File: src/rtl/beatmap_sequencer.sv
// rtl/beatmap_sequencer.sv - beatmap ROM stepper emitting note-spawn events on a free-running beat grid
// One ROM entry is fetched per beat; non-zero lane masks become valid/ready spawn events.
module beatmap_sequencer #(
  parameter int BEAT_DIV = 12500000,
  parameter int MAP_LEN  = 17,
  parameter int ADDR_W   = 13
) (
  input  logic              clk,
  input  logic              resetn,
  input  logic              start,
  input  logic              pause,
  input  logic              abort,
  output logic [ADDR_W-1:0] rom_addr,
  input  logic [3:0]        rom_data,
  output logic              note_valid,
  output logic [3:0]        note_lanes,
  input  logic              note_ready,
  output logic [ADDR_W-1:0] beat_idx,
  output logic              busy,
  output logic              done,
  output logic              overrun
);

  localparam int CNT_W = (BEAT_DIV > 1) ? $clog2(BEAT_DIV) : 1;
  localparam logic [CNT_W-1:0]  CNT_LAST = CNT_W'(BEAT_DIV - 1);
  localparam logic [ADDR_W-1:0] IDX_LAST = ADDR_W'(MAP_LEN - 1);

  localparam logic [2:0] S_IDLE    = 3'd0;
  localparam logic [2:0] S_FETCH   = 3'd1;
  localparam logic [2:0] S_CAPTURE = 3'd2;
  localparam logic [2:0] S_RUN     = 3'd3;
  localparam logic [2:0] S_DONE    = 3'd4;

  logic [2:0]        r_state;
  logic [ADDR_W-1:0] r_idx;
  logic [CNT_W-1:0]  r_cnt;
  logic [3:0]        r_lanes;
  logic              r_valid;
  logic [ADDR_W-1:0] r_bidx;
  logic              r_busy;
  logic              r_done;
  logic              r_ovr;

  logic [2:0] w_next_state;
  logic       w_active;
  logic       w_start;
  logic       w_tick;
  logic       w_beat_end;
  logic       w_capture;
  logic       w_load;

  assign w_active   = (r_state == S_FETCH) || (r_state == S_CAPTURE) || (r_state == S_RUN);
  assign w_start    = start && !abort && ((r_state == S_IDLE) || (r_state == S_DONE));
  assign w_tick     = w_active && !pause;
  assign w_beat_end = (r_state == S_RUN) && !pause && (r_cnt == CNT_LAST);
  assign w_capture  = (r_state == S_CAPTURE) && !abort;
  assign w_load     = w_capture && (rom_data != 4'd0);

  always_comb begin
    w_next_state = r_state;
    case (r_state)
      S_IDLE, S_DONE: if (start) w_next_state = S_FETCH;
      S_FETCH:        w_next_state = S_CAPTURE;
      S_CAPTURE:      w_next_state = (r_idx == IDX_LAST) ? S_DONE : S_RUN;
      S_RUN:          if (w_beat_end) w_next_state = S_FETCH;
      default:        w_next_state = S_IDLE;
    endcase
    if (abort) w_next_state = S_IDLE;
  end

  always_ff @(posedge clk or negedge resetn) begin
    if (!resetn) begin
      r_state <= S_IDLE;
      r_idx   <= '0;
      r_cnt   <= '0;
      r_lanes <= 4'd0;
      r_valid <= 1'b0;
      r_bidx  <= '0;
      r_busy  <= 1'b0;
      r_done  <= 1'b0;
      r_ovr   <= 1'b0;
    end else begin
      r_state <= w_next_state;
      r_busy  <= (w_next_state == S_FETCH) || (w_next_state == S_CAPTURE) ||
                 (w_next_state == S_RUN);
      r_done  <= (w_next_state == S_DONE);

      if (abort || w_start || w_beat_end) r_cnt <= '0;
      else if (w_tick)                    r_cnt <= r_cnt + 1'b1;

      // The index saturates at the last entry; replay needs a fresh start.
      if (w_start) begin
        r_idx <= '0;
        r_ovr <= 1'b0;
      end else if (w_capture) begin
        r_bidx <= r_idx;
        if (r_idx != IDX_LAST) r_idx <= r_idx + 1'b1;
      end

      if (abort) begin
        r_valid <= 1'b0;
      end else if (w_load) begin
        r_lanes <= rom_data;
        r_valid <= 1'b1;
        if (r_valid && !note_ready) r_ovr <= 1'b1;
      end else if (r_valid && note_ready) begin
        r_valid <= 1'b0;
      end
    end
  end

  assign rom_addr   = r_idx;
  assign note_valid = r_valid;
  assign note_lanes = r_lanes;
  assign beat_idx   = r_bidx;
  assign busy       = r_busy;
  assign done       = r_done;
  assign overrun    = r_ovr;

endmodule

File: config.mk
export PLATFORM = sky130hd
export DESIGN_NAME = beatmap_sequencer
export DESIGN_NICKNAME = d
export VERILOG_FILES = /design/src/rtl/beatmap_sequencer.sv
export SDC_FILE = /design/constraint.sdc
export NUM_CORES = 1
export LEC_CHECK = 0
export CAP_MARGIN = 20
export CORE_MARGIN = 1
export CORE_UTILIZATION = 52
export DETAILED_ROUTE_END_ITERATION = 8
export PLACE_DENSITY = 0.84
export SLEW_MARGIN = 15
export SYNTH_ARGS = -nofsm -noshare
export SYNTH_HDL_FRONTEND = slang
export SYNTH_SLANG_ARGS = --single-unit
File: constraint.sdc
create_clock -name clk -period 2.1 [get_ports clk]
set_input_delay 0.315 -clock clk [delete_from_list [all_inputs] [get_ports clk]]
set_output_delay 0.315 -clock clk [all_outputs]
set_load 0.01 [all_outputs]
* After elaboration in Yosys (flattened, before gate mapping)
Cells that the tools add are included.
** Operators by class
- Reduce and logical (&&, ||, !) cells :: 29
- Multiplexer cells :: 17
- Equal/unequal tests :: 11
- Bitwise logic cells :: 2
- $add $sub $neg :: 2
** Operators with widths (number)
- two-way mux 24 bit :: 2
- two-way mux 13 bit :: 3
- adder 24 x 1 -> 24 bit (second input constant) :: 1
- equality test 24 bit (second input constant) :: 1
- adder 13 x 1 -> 13 bit (second input constant) :: 1
- equality test 13 x 5 -> 1 bit (second input constant) :: 1
- != test 13 x 5 -> 1 bit (second input constant) :: 1
- equality test 3 x 2 -> 1 bit (second input constant) :: 4
- two-way mux 3 bit :: 4
- one-hot mux 3 bit (4 select lines) :: 1
- logical AND 1 bit :: 9
- logical OR 1 bit :: 7
- two-way mux 1 bit :: 7
- equality test 3 x 1 -> 1 bit (second input constant) :: 2
- equality test 3 bit (second input constant) :: 2
- AND reduction 2 bit :: 3
- nonzero test 2 bit :: 3
- nonzero test 4 bit :: 1
- logical NOT 1 bit :: 3
- logical NOT 3 bit :: 1
- nonzero test 3 bit :: 1
- inverter 1 bit :: 2
- OR reduction 2 bit :: 1
** Word-level totals
- Input bits :: 10
- Logic and storage cells :: 70
- Register bits after elaboration :: 61
- Output and inout bits :: 34

* Longest topological paths before layout
- Depth in word-level cells :: 9
- Gate-level depth with buffers :: 8
- Gate-level depth less buffers :: 7

* Least setup slack after synthesis
No wires, ideal clock.
- Path kind :: register to register
- Start point :: reg r_idx[0], in the netlist rom_addr[0]
- End point :: reg r_done, in the netlist done
- Period minus slack after synthesis :: 1.735 ns
- Setup time :: 0.094 ns
- Cell stages (with the launch flop) :: 7
- Slack :: 0.365 ns
- Data required time :: 2.006 ns
- Arrival time :: 1.641 ns
- Buffers on the path :: 0
- Cells stage by stage :: dfrtp_1 inv_1 ha_1 nor4b_1 nand3_1 or3b_2 a211oi_1
** On the way
- Cells in the longest elaborated chain, start to end :: 5
** Ends and longest elaborated chain
- start, declared :: line 35 : logic [ADDR_W-1:0] r_idx;
- start signal, assigned :: line 97 : if (r_idx != IDX_LAST) r_idx <= r_idx + 1'b1;
- equality test 13 x 5 -> 1 bit :: line 64 : S_CAPTURE: w_next_state = (r_idx == IDX_LAST) ? S_DONE : S_RUN;
- two-way mux 3 bit :: line 64
- one-hot mux 3 bit (4 select lines) :: line 61 : case (r_state)
- two-way mux 3 bit :: line 68 : if (abort) w_next_state = S_IDLE;
- equality test 3 bit :: line 86 : r_done <= (w_next_state == S_DONE);
- end signal, assigned :: line 86
- end, declared :: line 41 : logic r_done;
Every way passes these cells.
A chain may end at the register's enable or synchronous reset.

* Final worst setup path
- Start point :: reg r_cnt[5]
- End point :: reg r_cnt[3]
** On the way
- Cells in the longest elaborated chain, start to end :: 4
- Elaborated cells on any way between the ends :: 5
- Classes of those cells :: 1 x eq/ne; 1 x mux; 3 x reduce/logical
** Ends and longest elaborated chain
- start, declared :: line 36 : logic [CNT_W-1:0] r_cnt;
- start signal, assigned :: line 89 : else if (w_tick) r_cnt <= r_cnt + 1'b1;
- equality test 24 bit * :: line 55 : assign w_beat_end = (r_state == S_RUN) && !pause && (r_cnt == CNT_LAST);
- logical AND 1 bit * :: line 55
- logical OR 1 bit * :: line 88 : if (abort || w_start || w_beat_end) r_cnt <= '0;
- two-way mux 24 bit or nonzero test 2 bit (tied branches)
Mark *: on every way between the ends. The rest lies on a longest branch, timed or not.

==> results.json <==
{
  "status": "finished clean",
  "startpoint_type": "flop",
  "postCtsSetupBuffers": 0,
  "fmax_ghz": 0.5407,
  "yosys.area.top_type": "dfrtp_1",
  "setup_viol": 0,
  "synth_warnings": 0,
  "dp_cells": 383,
  "yosysTopAreaCellShare_pct": 53.11,
  "cts.path.max_buffers": 2,
  "placed_cell_area_sq_um": 3451,
  "h-tree-depth": 3,
  "drv_slew": 0,
  "grt_pass1_wl_um": 10470,
  "peakVddDrop_mv": 0.5842,
  "final-hold-violation-count": 0,
  "path_buf_inv": 1,
  "ys_async_sr_fraction_pct": 100.0,
  "nFillCells": 386,
  "cts.reportedPaths.clkPinSlew_ns": 0.06,
  "tns_ns": 0,
  "relSlewSlack_pct": 41.38,
  "synth_top_family_by_area": "simple AND/OR/NAND/NOR gates",
  "cts_tree": "yes",
  "synth_fa_ha_area_share_pct": 1.306,
  "die-area_sq_um": 5829,
  "synth.mux.area_fraction_pct": 5.442,
  "antenna_cells": 0,
  "synth_xor_area_share_pct": 8.838,
  "vias": 2263,
  "synth_cell_type_count": 42,
  "leakage_nw": 1.640,
  "seq_area_sq_um": 1526,
  "drtIter0Drc": 207,
  "grt_max_degree": 62,
  "cp-startpoint": "r_cnt[5]",
  "gp_congestion": 0.8775,
  "syn_area_sq_um": 2874,
  "die_x_um": 76.35,
  "wl_um": 6035,
  "crit_arrival_ns": 2.07,
  "seqPwrFrac_pct": 46.5,
  "synthFlopType": "dfrtp_1",
  "yosys_register_bits": 61,
  "instances_no_fill": 398,
  "hp-start": "note_lanes[0]",
  "synth_compound_area_share_pct": 3.439,
  "design.core.area_sq_um": 5205,
  "io_pins": 44,
  "rsz0062_at_grt": "false",
  "syn2layout_area_growth_pct": 27.56,
  "synth_edf_count": 0,
  "die_h_um": 76.35,
  "grt_pass1_vias": 2163,
  "fin_skew_ns": 0.006033,
  "final_area_sq_um": 3666,
  "crit_chain": "nor4b_1, and4b_1, nand4_1, nand2b_1, buf_12, nor2_1",
  "layout-drive-gt1-share_pct": 14.94,
  "hold_path_class": "flop to flop",
  "fin_crit_sh_pct": 88.07,
  "ant_nets": 0,
  "critPathMaxStageDelay_ns": 0.44,
  "tightest_slew_ns": 0.8679,
  "cts_sinks": 61,
  "pwr-share-comb_pct": 16.6,
  "place_hpwl_um": 3974,
  "numCtsBuffers": 9,
  "reg2reg_from": "r_cnt[5]",
  "synthCells": 268,
  "path_delay_family": "simple AND/OR/NAND/NOR gates",
  "p_sw_uw": 702.5,
  "slowest_stage": "dfrtp_1",
  "via_per_inst": 5.686,
  "clockRootBuffer": "clkbuf_8",
  "maxCapViolations": 0,
  "drt-pass1-iter-count": 4,
  "io_buffers": 43,
  "cp-end-kind": "flop",
  "drcViolationCount": 0,
  "initial_core_util_pct": 55.22,
  "p_per_area_nw_per_um2": 777.6,
  "antenna_found_initial": 0,
  "swShare_pct": 24.64,
  "intPower_mw": 2.148,
  "synthTopCellsByArea": "dfrtp_1 (53%), xor2_1 (7.9%), mux2_2 (5.1%)",
  "critPathKind": "flop to flop",
  "syn-num-nets": 281,
  "rows": 26,
  "cp_max_fo": 23,
  "grt-ovfl-total": 0,
  "nets": 338,
  "clock_latency_ns": 0.33,
  "track_usage_pct": 23.00,
  "ys_seq_area_share_pct": 53.11,
  "period_minus_slack_ns": 1.850,
  "power_frac_clock_pct": 36.8,
  "wire_per_inst_um": 15.16,
  "multi_input_area_sq_um": 1295,
  "synthSimpleGateAreaFrac_pct": 25.82,
  "postSynthAreaPerCell_sq_um": 10.72,
  "worst-endpoint-required_ns": 2.32
}
cell families (layout without fill, tap and decap cells):
logic type / count (synthesis) / in the layout
buf+inv: 12 / 72
flops: 61 / 61
compound gates: 16 / 16
xor+xnor: 29 / 29
simple gates: 133 / 133
fa+ha+maj: 3 / 3
mux: 14 / 14
layout make-up:
class | instances | area share, %
Inverter | 2 | 0.2048
Clock buffer | 13 | 4.608
Sequential cell | 61 | 41.64
Multi-Input combinational cell | 195 | 35.32
Timing Repair Buffer | 56 | 15.02
Clock inverter | 1 | 0.8191
Tap cell | 70 | 2.389
stage by stage:
| step | hold slack [ns] | util, % | power (mW) | setup WS (ns) |
|---|---|---|---|---|
| 2_1_floorplan | 0.01941 | - | 1.540 | 0.3649 |
| 3_3_place_gp | 0.3436 | 66.30 | 1.799 | 0.1965 |
| 3_5_place_dp | 0.3456 | 66.30 | 1.814 | 0.1313 |
| 4_1_cts | 0.4901 | 70.31 | 2.875 | 0.2372 |
| 5_1_grt | 0.5208 | 70.43 | 2.973 | 0.09320 |
| 6_report | 0.4850 | 70.43 | 2.851 | 0.2505 |
layer usage:
metal / vias up / track usage [%] / wire length [um]
met1: 1113 / 31.46 / 2746
li1: 1057 / - / -
met5: - / 0 / 0
met2: 84 / 35.41 / 2910
met4: 0 / 7.885 / 80
met3: 9 / 6.347 / 298
final timing paths:
check                                end  slack [ns]  depth (start not counted)
min in group asynchronous      r_cnt[12]        0.51                          3
setup reg to reg                r_cnt[3]        0.25                          6
setup / recovery                r_cnt[3]        0.25                          6
hold / removal             note_lanes[0]        0.49                          2
max in group asynchronous   beat_idx[12]        1.32                          3
hold reg to reg            note_lanes[0]        0.49                          2
power by group through the flow:
stage	Clock (mW)	Combinational [mW]	Sequential (mW)
floorplan	0	0.169	1.37
global placement	0	0.460	1.34
detailed placement	0	0.470	1.34
CTS	1.07	0.476	1.33
global route	1.12	0.519	1.34
finish	1.05	0.474	1.33
what timing repair did:
action                                  4_1_cts  5_1_grt
hold buffers                                  1        0
endpoints found under the setup margin        0        1
resized for setup                             0        1
hold endpoints to repair                     61        0
sequential cells by signal, indices dropped and copies added, names as in the netlist:
signal      count
busy            1
done            1
note_valid      1
beat_idx       13
r_state         3
r_cnt          24
overrun         1
rom_addr       13
note_lanes      4
cells in the mapped netlist, types with 2 or more instances:
| cell type | instances |
|---|---|
| dfrtp_1 | 61 |
| nand4_1 | 17 |
| a21oi_1 | 2 |
| nor2_1 | 34 |
| a211oi_1 | 2 |
| clkbuf_1 | 3 |
| and4_1 | 3 |
| nand2_1 | 24 |
| ha_1 | 3 |
| o211ai_1 | 2 |
| nor4b_1 | 3 |
| or3_1 | 2 |
| mux2_2 | 13 |
| nand2b_1 | 3 |
| nor4bb_1 | 2 |
| nand3_1 | 18 |
| and3_1 | 11 |
| xnor2_1 | 3 |
| o21ai_0 | 7 |
| xor2_1 | 26 |
| buf_4 | 2 |
| buf_2 | 5 |
| inv_1 | 2 |
| or3b_2 | 2 |
worst reg2reg max path, delay by kind of cell (launching register included):
family        cells  cell delay (ns)
flops             1             0.44
buf+inv           1             0.17
simple gates      5             1.14
layout by cell type, fill, tap and decap left out, types with 2 or more instances in the layout:
| master | Yosys | routed |
|---|---|---|
| clkdlybuf4s50_1 | 0 | 42 |
| or3_1 | 2 | 2 |
| clkbuf_8 | 0 | 12 |
| xnor2_1 | 3 | 3 |
| buf_4 | 2 | 10 |
| a211oi_1 | 2 | 2 |
| nand2b_1 | 3 | 3 |
| nand3_1 | 18 | 18 |
| nor4b_1 | 3 | 2 |
| dfrtp_1 | 61 | 61 |
| o211ai_1 | 2 | 2 |
| inv_1 | 2 | 2 |
| nand4_1 | 17 | 17 |
| nor2_1 | 34 | 34 |
| nor4bb_1 | 2 | 2 |
| nand2_1 | 24 | 24 |
| mux2_2 | 13 | 13 |
| ha_1 | 3 | 3 |
| or3b_2 | 2 | 2 |
| buf_12 | 0 | 2 |
| o21ai_0 | 7 | 7 |
| and3_1 | 11 | 11 |
| and4_1 | 3 | 3 |
| xor2_1 | 26 | 26 |
| a21oi_1 | 2 | 2 |
Power figures use the tool's default switching activity.
